File: config.mk
export PLATFORM = sky130hd
export DESIGN_NAME = crc32_stream_flat
export DESIGN_NICKNAME = d
export VERILOG_FILES = /design/src/rtl/crc32_stream_pkg.sv /design/src/rtl/crc32_stream_if.sv /design/src/rtl/crc32_stream_byte_step.sv /design/src/rtl/crc32_stream.sv /design/src/flat_wrapper.sv
export SDC_FILE = /design/constraint.sdc
export NUM_CORES = 1
export LEC_CHECK = 0
export ABC_CLOCK_PERIOD_IN_PS = 5100
export CAP_MARGIN = 20
export CORE_MARGIN = 2
export CORE_UTILIZATION = 35
export CTS_BUF_LIST = sky130_fd_sc_hd__clkbuf_4
export DETAILED_ROUTE_END_ITERATION = 8
export GPL_TIMING_DRIVEN = 1
export HOLD_SLACK_MARGIN = 0.05
export PLACE_DENSITY = 0.65
export SLEW_MARGIN = 40
export SYNTH_ARGS = -nofsm -noshare
export SYNTH_HDL_FRONTEND = slang
export SYNTH_SLANG_ARGS = --single-unit
File: constraint.sdc
create_clock -name clk -period 5.1 [get_ports clk]
set_input_delay 1.02 -clock clk [delete_from_list [all_inputs] [get_ports clk]]
set_output_delay 1.02 -clock clk [all_outputs]
set_load 0.02 [all_outputs]
File: src/rtl/crc32_stream_pkg.sv
// Shared CRC-32 constants, state encoding and bit-reversal helper for the
// streaming CRC engine.
package crc32_stream_pkg;

    localparam int          crc_len       = 32;
    localparam logic [31:0] crc_poly      = 32'h04C11DB7;
    localparam logic [31:0] CRC32_INIT    = 32'hFFFFFFFF;
    localparam logic [31:0] CRC32_XOROUT  = 32'hFFFFFFFF;
    localparam logic [31:0] CRC32_RESIDUE = 32'hDEBB20E3;

    typedef enum logic [1:0] {
        IDLE,
        ACTIVE,
        DONE
    } crc_state_e;

    function automatic logic [31:0] reflect32(input logic [31:0] v);
        logic [31:0] r;
        for (int i = 0; i < 32; i++) begin
            r[i] = v[31-i];
        end
        return r;
    endfunction

endpackage

File: src/rtl/crc32_stream_if.sv
// Stream-in / result-out bundle of the CRC engine; slave side is the engine,
// master side is whoever feeds beats and consumes results.
interface crc32_stream_if #(
    parameter int DATA_BYTES = 1,
    parameter int CNT_W      = 16
);
    logic                    in_valid;
    logic                    in_sop;
    logic                    in_eop;
    logic [DATA_BYTES*8-1:0] in_data;
    logic [DATA_BYTES-1:0]   in_keep;

    logic [31:0]             crc_out;
    logic                    crc_valid;
    logic                    crc_ok;
    logic [CNT_W-1:0]        byte_count;
    logic                    err;

    modport master (
        output in_valid, in_sop, in_eop, in_data, in_keep,
        input  crc_out, crc_valid, crc_ok, byte_count, err
    );

    modport slave (
        input  in_valid, in_sop, in_eop, in_data, in_keep,
        output crc_out, crc_valid, crc_ok, byte_count, err
    );
endinterface

File: src/rtl/crc32_stream_byte_step.sv
// One byte of LSB-first CRC-32 folding into a reflected register.
// Latency: purely combinational.
// Backpressure: none, no state.
module crc32_byte_step
    import crc32_stream_pkg::*;
(
    input  logic [crc_len-1:0] i_crc,
    input  logic [7:0]         i_byte,
    input  logic [crc_len-1:0] i_poly,
    output logic [crc_len-1:0] o_crc
);

    logic [crc_len-1:0] w_c;

    always_comb begin
        w_c = i_crc ^ {{(crc_len-8){1'b0}}, i_byte};
        for (int k = 0; k < 8; k++) begin
            w_c = w_c[0] ? ((w_c >> 1) ^ i_poly) : (w_c >> 1);
        end
        o_crc = w_c;
    end

endmodule

File: src/rtl/crc32_stream.sv
// Streaming CRC-32 (DATA_BYTES per beat) with sop/eop framing, keep and residue check.
// Latency: crc_out/crc_ok/byte_count registered, crc_valid the cycle after eop.
// Backpressure: none; always ready, protocol violations flagged on err.
module crc32_stream
    import crc32_stream_pkg::*;
#(
    parameter int          DATA_BYTES = 1,
    parameter logic [31:0] POLY       = crc_poly,
    parameter logic [31:0] INIT       = CRC32_INIT,
    parameter logic [31:0] XOROUT     = CRC32_XOROUT,
    parameter logic [31:0] RESIDUE    = CRC32_RESIDUE,
    parameter int          CNT_W      = 16
) (
    input  logic           clk,
    input  logic           rst,
    crc32_stream_if.slave  io_bus
);

    localparam logic [31:0] POLY_R = reflect32(POLY);

    crc_state_e            r_state;
    crc_state_e            w_state_nxt;
    logic [31:0]           r_acc;
    logic [CNT_W-1:0]      r_cnt;
    logic                  r_frame_bad;
    logic [31:0]           r_crc_out;
    logic                  r_crc_ok;
    logic [CNT_W-1:0]      r_byte_count;
    logic                  r_err;

    logic                  w_start;
    logic                  w_fold;
    logic                  w_proto_err;
    logic [DATA_BYTES-1:0] w_keep;
    logic [DATA_BYTES-1:0] w_keep_inc;
    logic                  w_keep_err;
    logic                  w_bad_nxt;
    logic [CNT_W:0]        w_sum;
    logic [CNT_W-1:0]      w_cnt_nxt;
    logic [31:0]           w_acc_nxt;
    logic [31:0]           w_chain [0:DATA_BYTES];
    logic [31:0]           w_step  [0:DATA_BYTES-1];

    // Mid-frame beats are folded whole; eop keep must be a thermometer from lane 0.
    assign w_keep     = io_bus.in_eop ? io_bus.in_keep : '1;
    assign w_keep_inc = io_bus.in_keep + 1'b1;
    assign w_keep_err = io_bus.in_eop ? (|(io_bus.in_keep & w_keep_inc)) : ~(&io_bus.in_keep);

    assign w_chain[0] = w_start ? INIT : r_acc;

    for (genvar g = 0; g < DATA_BYTES; g++) begin : g_lane
        crc32_byte_step u_step (
            .i_crc  (w_chain[g]),
            .i_byte (io_bus.in_data[g*8 +: 8]),
            .i_poly (POLY_R),
            .o_crc  (w_step[g])
        );
        assign w_chain[g+1] = w_keep[g] ? w_step[g] : w_chain[g];
    end

    assign w_acc_nxt = w_chain[DATA_BYTES];
    assign w_bad_nxt = (w_start ? 1'b0 : r_frame_bad) | w_keep_err;

    always_comb begin
        w_sum = {1'b0, (w_start ? {CNT_W{1'b0}} : r_cnt)};
        for (int i = 0; i < DATA_BYTES; i++) begin
            w_sum = w_sum + (CNT_W+1)'(w_keep[i]);
        end
        w_cnt_nxt = w_sum[CNT_W] ? {CNT_W{1'b1}} : w_sum[CNT_W-1:0];
    end

    always_comb begin
        w_state_nxt = r_state;
        w_start     = 1'b0;
        w_fold      = 1'b0;
        w_proto_err = 1'b0;
        case (r_state)
            ACTIVE: begin
                if (io_bus.in_valid) begin
                    w_fold = 1'b1;
                    if (io_bus.in_sop) begin
                        w_start     = 1'b1;
                        w_proto_err = 1'b1;
                    end
                    w_state_nxt = io_bus.in_eop ? DONE : ACTIVE;
                end
            end
            default: begin
                w_state_nxt = IDLE;
                if (io_bus.in_valid) begin
                    if (io_bus.in_sop) begin
                        w_start     = 1'b1;
                        w_fold      = 1'b1;
                        w_state_nxt = io_bus.in_eop ? DONE : ACTIVE;
                    end else begin
                        w_proto_err = 1'b1;
                    end
                end
            end
        endcase
    end

    always_ff @(posedge clk) begin
        if (!rst) begin
            r_state      <= IDLE;
            r_acc        <= INIT;
            r_cnt        <= '0;
            r_frame_bad  <= 1'b0;
            r_crc_out    <= '0;
            r_crc_ok     <= 1'b0;
            r_byte_count <= '0;
            r_err        <= 1'b0;
        end else begin
            r_state <= w_state_nxt;
            r_err   <= w_proto_err | (w_fold & w_keep_err);
            if (w_fold) begin
                r_acc       <= w_acc_nxt;
                r_cnt       <= w_cnt_nxt;
                r_frame_bad <= w_bad_nxt;
                if (io_bus.in_eop) begin
                    r_crc_out    <= w_acc_nxt ^ XOROUT;
                    r_crc_ok     <= (w_acc_nxt == RESIDUE) & ~w_bad_nxt;
                    r_byte_count <= w_cnt_nxt;
                end
            end
        end
    end

    assign io_bus.crc_out    = r_crc_out;
    assign io_bus.crc_valid  = (r_state == DONE);
    assign io_bus.crc_ok     = r_crc_ok;
    assign io_bus.byte_count = r_byte_count;
    assign io_bus.err        = r_err;

endmodule

File: src/flat_wrapper.sv
// flat-port wrapper written by rule: the top's interface ports become plain ports
module crc32_stream_flat import crc32_stream_pkg::*;
#(
    parameter int          DATA_BYTES = 1,
    parameter logic [31:0] POLY       = crc_poly,
    parameter logic [31:0] INIT       = CRC32_INIT,
    parameter logic [31:0] XOROUT     = CRC32_XOROUT,
    parameter logic [31:0] RESIDUE    = CRC32_RESIDUE,
    parameter int          CNT_W      = 16
)
  (clk, rst, io_bus_in_valid, io_bus_in_sop, io_bus_in_eop, io_bus_in_data, io_bus_in_keep, io_bus_crc_out, io_bus_crc_valid, io_bus_crc_ok, io_bus_byte_count, io_bus_err);
  crc32_stream_if #(.DATA_BYTES(DATA_BYTES), .CNT_W(CNT_W)) io_bus_i ();
  input  logic clk;
  input  logic rst;
  input wire logic [$bits(io_bus_i.in_valid)-1:0] io_bus_in_valid;
  input wire logic [$bits(io_bus_i.in_sop)-1:0] io_bus_in_sop;
  input wire logic [$bits(io_bus_i.in_eop)-1:0] io_bus_in_eop;
  input wire logic [$bits(io_bus_i.in_data)-1:0] io_bus_in_data;
  input wire logic [$bits(io_bus_i.in_keep)-1:0] io_bus_in_keep;
  output wire logic [$bits(io_bus_i.crc_out)-1:0] io_bus_crc_out;
  output wire logic [$bits(io_bus_i.crc_valid)-1:0] io_bus_crc_valid;
  output wire logic [$bits(io_bus_i.crc_ok)-1:0] io_bus_crc_ok;
  output wire logic [$bits(io_bus_i.byte_count)-1:0] io_bus_byte_count;
  output wire logic [$bits(io_bus_i.err)-1:0] io_bus_err;
  assign io_bus_i.in_valid = io_bus_in_valid;
  assign io_bus_i.in_sop = io_bus_in_sop;
  assign io_bus_i.in_eop = io_bus_in_eop;
  assign io_bus_i.in_data = io_bus_in_data;
  assign io_bus_i.in_keep = io_bus_in_keep;
  assign io_bus_crc_out = io_bus_i.crc_out;
  assign io_bus_crc_valid = io_bus_i.crc_valid;
  assign io_bus_crc_ok = io_bus_i.crc_ok;
  assign io_bus_byte_count = io_bus_i.byte_count;
  assign io_bus_err = io_bus_i.err;
  crc32_stream #(.DATA_BYTES(DATA_BYTES), .POLY(POLY), .INIT(INIT), .XOROUT(XOROUT), .RESIDUE(RESIDUE), .CNT_W(CNT_W)) u_core (.clk(clk), .rst(rst), .io_bus(io_bus_i));
endmodule
# Word-level counts from Yosys, hierarchy flattened
# Index checks and enable logic that the tools add are counted.
[word_totals] ff_bits=101 latchBits=0 mem_bits_rw=0 mem_bits_ro=0 output_inout_bits=51 elab_cells=59 mem_count=0
[op_classes] add_sub_neg=2 mul=0 div_mod_pow=0 n_lt_le_gt_ge=0 n_eq_ne=4 shift=0 n_mux=27 bitwise_logic=17 reduce_logical=1
[op_table] op="32-bit 2-to-1 mux" count=10
[op_table] op="13-bit NOT with 14-bit output" count=8
[op_table] op="32-bit == test, second input constant" count=1
[op_table] op="16-bit 2-to-1 mux" count=2
[op_table] op="32-bit NOT" count=1
[op_table] op="32-bit by 8-bit XOR with 32-bit output" count=1
[op_table] op="16-bit by 1-bit adder with 17-bit output" count=1
[op_table] op="1-bit 2-to-1 mux" count=10
[op_table] op="2-bit 2-to-1 mux" count=5
[op_table] op="1-bit AND" count=3
[op_table] op="2-bit by 1-bit == test with 1-bit output, second input constant" count=1
[op_table] op="2-bit == test, second input constant" count=1
[op_table] op="2-bit inequality test, second input constant" count=1
[op_table] op="1-bit NOT" count=2
[op_table] op="1-bit bitwise OR" count=2
[op_table] op="2-bit AND reduction" count=1
[op_table] op="1-bit adder, second input constant" count=1

# Logic depth before layout (Yosys ltp)
[depth] word_depth=23 depth_mapped=15 depth_no_buf=11

# Cells and area by module
# Synthesis repeated with hierarchy kept, for this count alone.
[hier_totals] hier_cells=1257 hier_area_um2=9765.6
[by_module_without_submodules] module="crc32_byte_step" n_inst=1 cells_each=692 area_each_um2=4934.7 seq_area_each_um2=0.0
[by_module_without_submodules] module="crc32_stream" n_inst=1 cells_each=565 area_each_um2=4830.9 seq_area_each_um2=2021.9

# Worst setup path after synthesis
# Ideal clock, no wire load.
[synth_timing] path_type="in2reg" start="in io_bus_in_sop" end="reg u_core.r_cnt[9]" setup_ps=58 arrival_time_ps=3984 required_ps=5042 setup_slack_ps=1058 path_stages=15 cell_sequence="buf_4 nand2_2 clkbuf_1 buf_1 clkbuf_1 and2_1 ha_1 ha_1 nand2_1 nor2_1 nor4b_2 a41oi_1 clkbuf_1 a21oi_1 o221a_2"
[synth_between] elab_chain_len=5
[synth_rtl] item="start, declared" line_no="flat_wrapper.sv:16" rtl="input wire logic [$bits(io_bus_i.in_sop)-1:0] io_bus_in_sop;"
[synth_rtl] item="1-bit 2-to-1 mux (*)" line_no="crc32_stream.sv:81, crc32_stream.sv:91"
[synth_rtl] item="1-bit 2-to-1 mux (*)" line_no="crc32_stream.sv:90" rtl="if (io_bus.in_valid) begin"
[synth_rtl] item="16-bit 2-to-1 mux" line_no="crc32_stream.sv:65" rtl="w_sum = {1'b0, (w_start ? {CNT_W{1'b0}} : r_cnt)};"
[synth_rtl] item="16-bit by 1-bit adder with 17-bit output" line_no="crc32_stream.sv:67" rtl="w_sum = w_sum + (CNT_W+1)'(w_keep[i]);"
[synth_rtl] item="16-bit 2-to-1 mux" line_no="crc32_stream.sv:69" rtl="w_cnt_nxt = w_sum[CNT_W] ? {CNT_W{1'b1}} : w_sum[CNT_W-1:0];"
[synth_rtl] item="end signal, assigned" line_no="crc32_stream.sv:118" rtl="r_cnt <= w_cnt_nxt;"
[synth_rtl] item="end, declared" line_no="crc32_stream.sv:24" rtl="logic [CNT_W-1:0] r_cnt;"
# Every way passes the cells marked *; elsewhere a longest branch is shown, timed or not.
# A chain may end at the register's enable or synchronous reset.

# Worst setup path after layout
[layout_timing] start="in io_bus_in_valid" end="reg u_core.r_crc_ok (netlist: u_core.io_bus.crc_ok)"
[layout_between] elab_chain_len=20
[layout_rtl] item="start, declared" line_no="flat_wrapper.sv:15" rtl="input wire logic [$bits(io_bus_i.in_valid)-1:0] io_bus_in_valid;"
[layout_rtl] item="1-bit 2-to-1 mux" line_no="crc32_stream.sv:90"
[layout_rtl] item="32-bit 2-to-1 mux" line_no="crc32_stream.sv:49" rtl="assign w_chain[0] = w_start ? INIT : r_acc;"
[layout_rtl] item="32-bit by 8-bit XOR with 32-bit output" line_no="crc32_stream_byte_step.sv:16" rtl="w_c = i_crc ^ {{(crc_len-8){1'b0}}, i_byte};"
[layout_rtl] item="13-bit NOT with 14-bit output (no source line)"
[layout_rtl] item="32-bit 2-to-1 mux" line_no="crc32_stream_byte_step.sv:18" rtl="w_c = w_c[0] ? ((w_c >> 1) ^ i_poly) : (w_c >> 1);"
[layout_rtl] item="32-bit 2-to-1 mux or 13-bit NOT with 14-bit output (tied branches)"
[layout_rtl] item="13-bit NOT with 14-bit output (no source line) or 32-bit 2-to-1 mux (tied branches)"
[layout_rtl] item="32-bit 2-to-1 mux" line_no="crc32_stream_byte_step.sv:18"
[layout_rtl] item="(+4 left out)"
[layout_rtl] item="32-bit 2-to-1 mux" line_no="crc32_stream_byte_step.sv:18"
[layout_rtl] item="13-bit NOT with 14-bit output (no source line)"
[layout_rtl] item="32-bit 2-to-1 mux" line_no="crc32_stream_byte_step.sv:18"
[layout_rtl] item="13-bit NOT with 14-bit output (no source line)"
[layout_rtl] item="32-bit 2-to-1 mux" line_no="crc32_stream_byte_step.sv:18"
[layout_rtl] item="32-bit 2-to-1 mux" line_no="crc32_stream.sv:58" rtl="assign w_chain[g+1] = w_keep[g] ? w_step[g] : w_chain[g];"
[layout_rtl] item="32-bit == test" line_no="crc32_stream.sv:122" rtl="r_crc_ok <= (w_acc_nxt == RESIDUE) & ~w_bad_nxt;"
[layout_rtl] item="1-bit AND" line_no="crc32_stream.sv:122"
[layout_rtl] item="end signal, assigned" line_no="crc32_stream.sv:122"
[layout_rtl] item="end, declared" line_no="crc32_stream.sv:27" rtl="logic r_crc_ok;"
# Parallel ways exist; a longest one is shown, timed or not.

==> flow_metrics.tcl <==
set metrics [dict create \
    die_w_um 132 \
    synth_ff_type "dfxtp_1" \
    finalCriticalPeriod_ns 3.81 \
    crit_cells 13 \
    cts_hold_buf 0 \
    synth.top_cell.area_share 0.353 \
    cts_tree "yes" \
    grtUsageTotal 0.189 \
    antenna_found_initial 0 \
    fin_setup_tns_ns 0 \
    syn-cell-area_mm2 0.00573 \
    slowest_stage "clkdlybuf4s50_1" \
    clk_pin_slew_worst_paths_ns 0.15 \
    fin_util 0.417 \
    max-vdd-ir-drop_mv 0.131 \
    final_nets 736 \
    critical_path_class "primary input to flop" \
    critPathBufInv 4 \
    crit_chain "clkdlybuf4s50_1 > buf_4 > nand2_2 > buf_4 > nand2_1 > xor2_1 > buf_4 > xnor3_1 > xnor2_1 > o21ai_0 > nor4_2 > nand3_1 > o21ai_1" \
    rsz0062_at_grt "no" \
    rows 46 \
    h-tree-depth 3 \
    place_congestion 0.928 \
    post_drt_wl_per_cell_um 17.6 \
    crit_arrival_ns 4.23 \
    slew_headroom 0.492 \
    internal_power_mw 1.43 \
    core_area_mm2 0.0159 \
    hpwl_um 11700 \
    clockBufferDepth 2 \
    slowest_delay_ns 0.46 \
    crit_path_end_kind "flop" \
    finalMaxSlewViolations 0 \
    synth_warnings 0 \
    numCtsBuffers 9 \
    required_ns 5.52 \
    tightestPinTransition_ns 0.760 \
    clk_latency_ns 0.49 \
    reg2reg_depth 10 \
    syn_nets 708 \
    yosysSeqAreaShare 0.353 \
    final_hold_viol_count 0 \
    cts_resized 0 \
    post-route-drc-count 0 \
    cpMostUsedCell "buf_4" \
    synth_top_area_cell "dfxtp_1" \
    p_clk_frac 0.205 \
    clockRootBuffer "clkbuf_4" \
    start_kind "primary input" \
    n_antenna_cell 0 \
    first_pass_iters 5 \
    ant_nets 0 \
    fin_area_mm2 0.00665 \
    p_comb_frac 0.392 \
    run_status "complete, no violations" \
    initial_utilization 0.359 \
    first_iter_violations 425 \
    syn_avg_cell_area_um2 8.28 \
    clock-sinks 101 \
    finalClockSkew_ns 0.0227 \
    drv_cap 0 \
    grt_max_degree 67 \
    switching_share 0.372 \
    async_flop_share 0 \
    setup_viol 0 \
    synthToLayoutAreaGrowth_pct 16.1 \
    num_io_pins 65 \
    postCtsSetupBuffers 0 \
    fmax_mhz 263 \
    vias_per_cell 5.46 \
    grt_pass1_vias 4637 \
    num_vias 5131 \
    power_frac_seq 0.403 \
    drt-total-wl_um 16500 \
    postSynthCellCount 692 \
    fp.dieArea_mm2 0.0174 \
    synth_seq_cells 101 \
    place_area_mm2 0.00650 \
    synthDistinctLibCells 64 \
    synth-edff-count 0 \
    p_per_area_mw_per_mm2 342 \
    grt_pass1_wl_um 26100 \
    grt-ovfl-total 0 \
    path_max_fanout 14 \
    io_buffers 64 \
    ys_top_cells_by_area "dfxtp_1 (35%), xnor2_1 (7.0%), nor2_1 (5.8%), nand2_1 (5.3%), xnor3_1 (4.7%)" \
    fin_crit_sh 0.747 \
    layout_commonest_cell "dfxtp_1" \
    drive_gt1_frac 0.0815 \
    power_switching_mw 0.847 \
    hold_path_depth 2 \
    p_leak_nw 2.63 \
    path_delay_family "buffers and inverters" \
    die_h_um 132 \
    mostFrequentLayoutCells "dfxtp_1 (101), nor2_1 (88), nand2_1 (80)" \
    hp-class "flop to flop" \
]
power groups by stage:
stage               logic [mW]  clock network, mW  registers [mW]
floorplan                0.620                  0           0.936
global placement         0.878                  0           0.933
detailed placement       0.879                  0           0.933
CTS                      0.885              0.480           0.916
global route             0.948              0.507           0.925
finish                   0.892              0.466           0.917
tightest hold or removal path, delay by kind of cell (launching register included):
family / cells / cell delay [ns]
AO/OA/AOI/OAI: 1 / 0.06
flip-flops: 1 / 0.34
AND/OR/NAND/NOR: 1 / 0.05
sequential cells by signal (all words and copies together), names as in the netlist:
register,cells
u_core.io_bus.byte_count,16
u_core.r_frame_bad,1
u_core.r_acc,32
u_core.io_bus.crc_ok,1
u_core.r_state,2
u_core.io_bus.crc_out,32
u_core.r_cnt,16
u_core.io_bus.err,1
cells by family (layout without fill, tap and decap cells):
family / after synthesis / after routing / share of synthesized area
AOI/OAI and AO/OA: 168 / 168 / 0.197
xor gates and xnor gates: 87 / 87 / 0.171
adders and majority gates: 2 / 2 / 0.00437
buffers and inverters: 66 / 98 / 0.0500
DFF: 101 / 101 / 0.353
muxes: 5 / 5 / 0.00896
and+or+nand+nor: 263 / 263 / 0.215
synthesized netlist by cell type, types with 2 or more instances:
| library cell | instances |
|---|---|
| xnor2_2 | 3 |
| o221a_2 | 9 |
| or4_1 | 2 |
| nor4_1 | 5 |
| xnor2_1 | 46 |
| mux2i_1 | 4 |
| xnor3_1 | 12 |
| o21ai_0 | 43 |
| inv_1 | 3 |
| o22ai_1 | 10 |
| nor2_1 | 89 |
| nand3_1 | 23 |
| nand2b_1 | 3 |
| and3_1 | 4 |
| a211oi_1 | 2 |
| nor3b_1 | 18 |
| dfxtp_1 | 101 |
| a21boi_0 | 5 |
| buf_2 | 9 |
| ha_1 | 2 |
| xor2_1 | 24 |
| clkbuf_1 | 39 |
| o21ai_1 | 5 |
| or3_1 | 2 |
| or2_2 | 2 |
| a41oi_1 | 3 |
| and2_1 | 4 |
| o211a_1 | 14 |
| nand4_1 | 5 |
| buf_1 | 7 |
| nor3_1 | 12 |
| nand2_1 | 81 |
| a31oi_1 | 4 |
| buf_4 | 5 |
| o211ai_1 | 26 |
| nor2b_1 | 5 |
| a21oi_1 | 34 |
worst paths after layout:
check | slack [ns] | end | start
setup / recovery | 1.29 | u_core.io_bus.crc_ok$_SDFFE_PN0P_ | io_bus_in_valid
hold / removal | 0.49 | u_core.io_bus.crc_out[23]$_SDFFE_PN0P_ | u_core.io_bus.crc_out[23]$_SDFFE_PN0P_
setup reg to reg | 2.07 | u_core.io_bus.crc_ok$_SDFFE_PN0P_ | u_core.r_acc[1]$_SDFFE_PN1P_
hold reg to reg | 0.49 | u_core.io_bus.crc_out[23]$_SDFFE_PN0P_ | u_core.io_bus.crc_out[23]$_SDFFE_PN0P_
layout make-up:
type	instances	area, um2
tap	216	270
sequential	101	2020
inverter	4	15.0
timing repair buffer	79	748
clock inverter	6	78.8
clock buffer	9	67.6
multi-input combinational	525	3450
fill	1611	9290
metal layers:
layer  global-route usage  share of wire  vias to the layer above  wire length [um]
met4               0.0507          0.018                        0               304
li1                     -              -                     2475                 -
met3               0.0338          0.066                       25              1090
met5                    0              0                        -                 0
met1                0.262           0.45                     2459              7480
met2                0.304           0.46                      172              7620
stage by stage:
stage	worst slack (ns)	std cells	hold WS, ns	power (mW)
6_report	1.29	940	0.489	2.27
5_1_grt	1.16	940	0.521	2.38
4_1_cts	1.41	940	0.494	2.28
3_5_place_dp	0.911	925	0.461	1.81
3_3_place_gp	0.642	925	0.460	1.81
2_1_floorplan	1.06	692	0.460	1.56
Note: power is estimated with default switching activity, not from simulation.
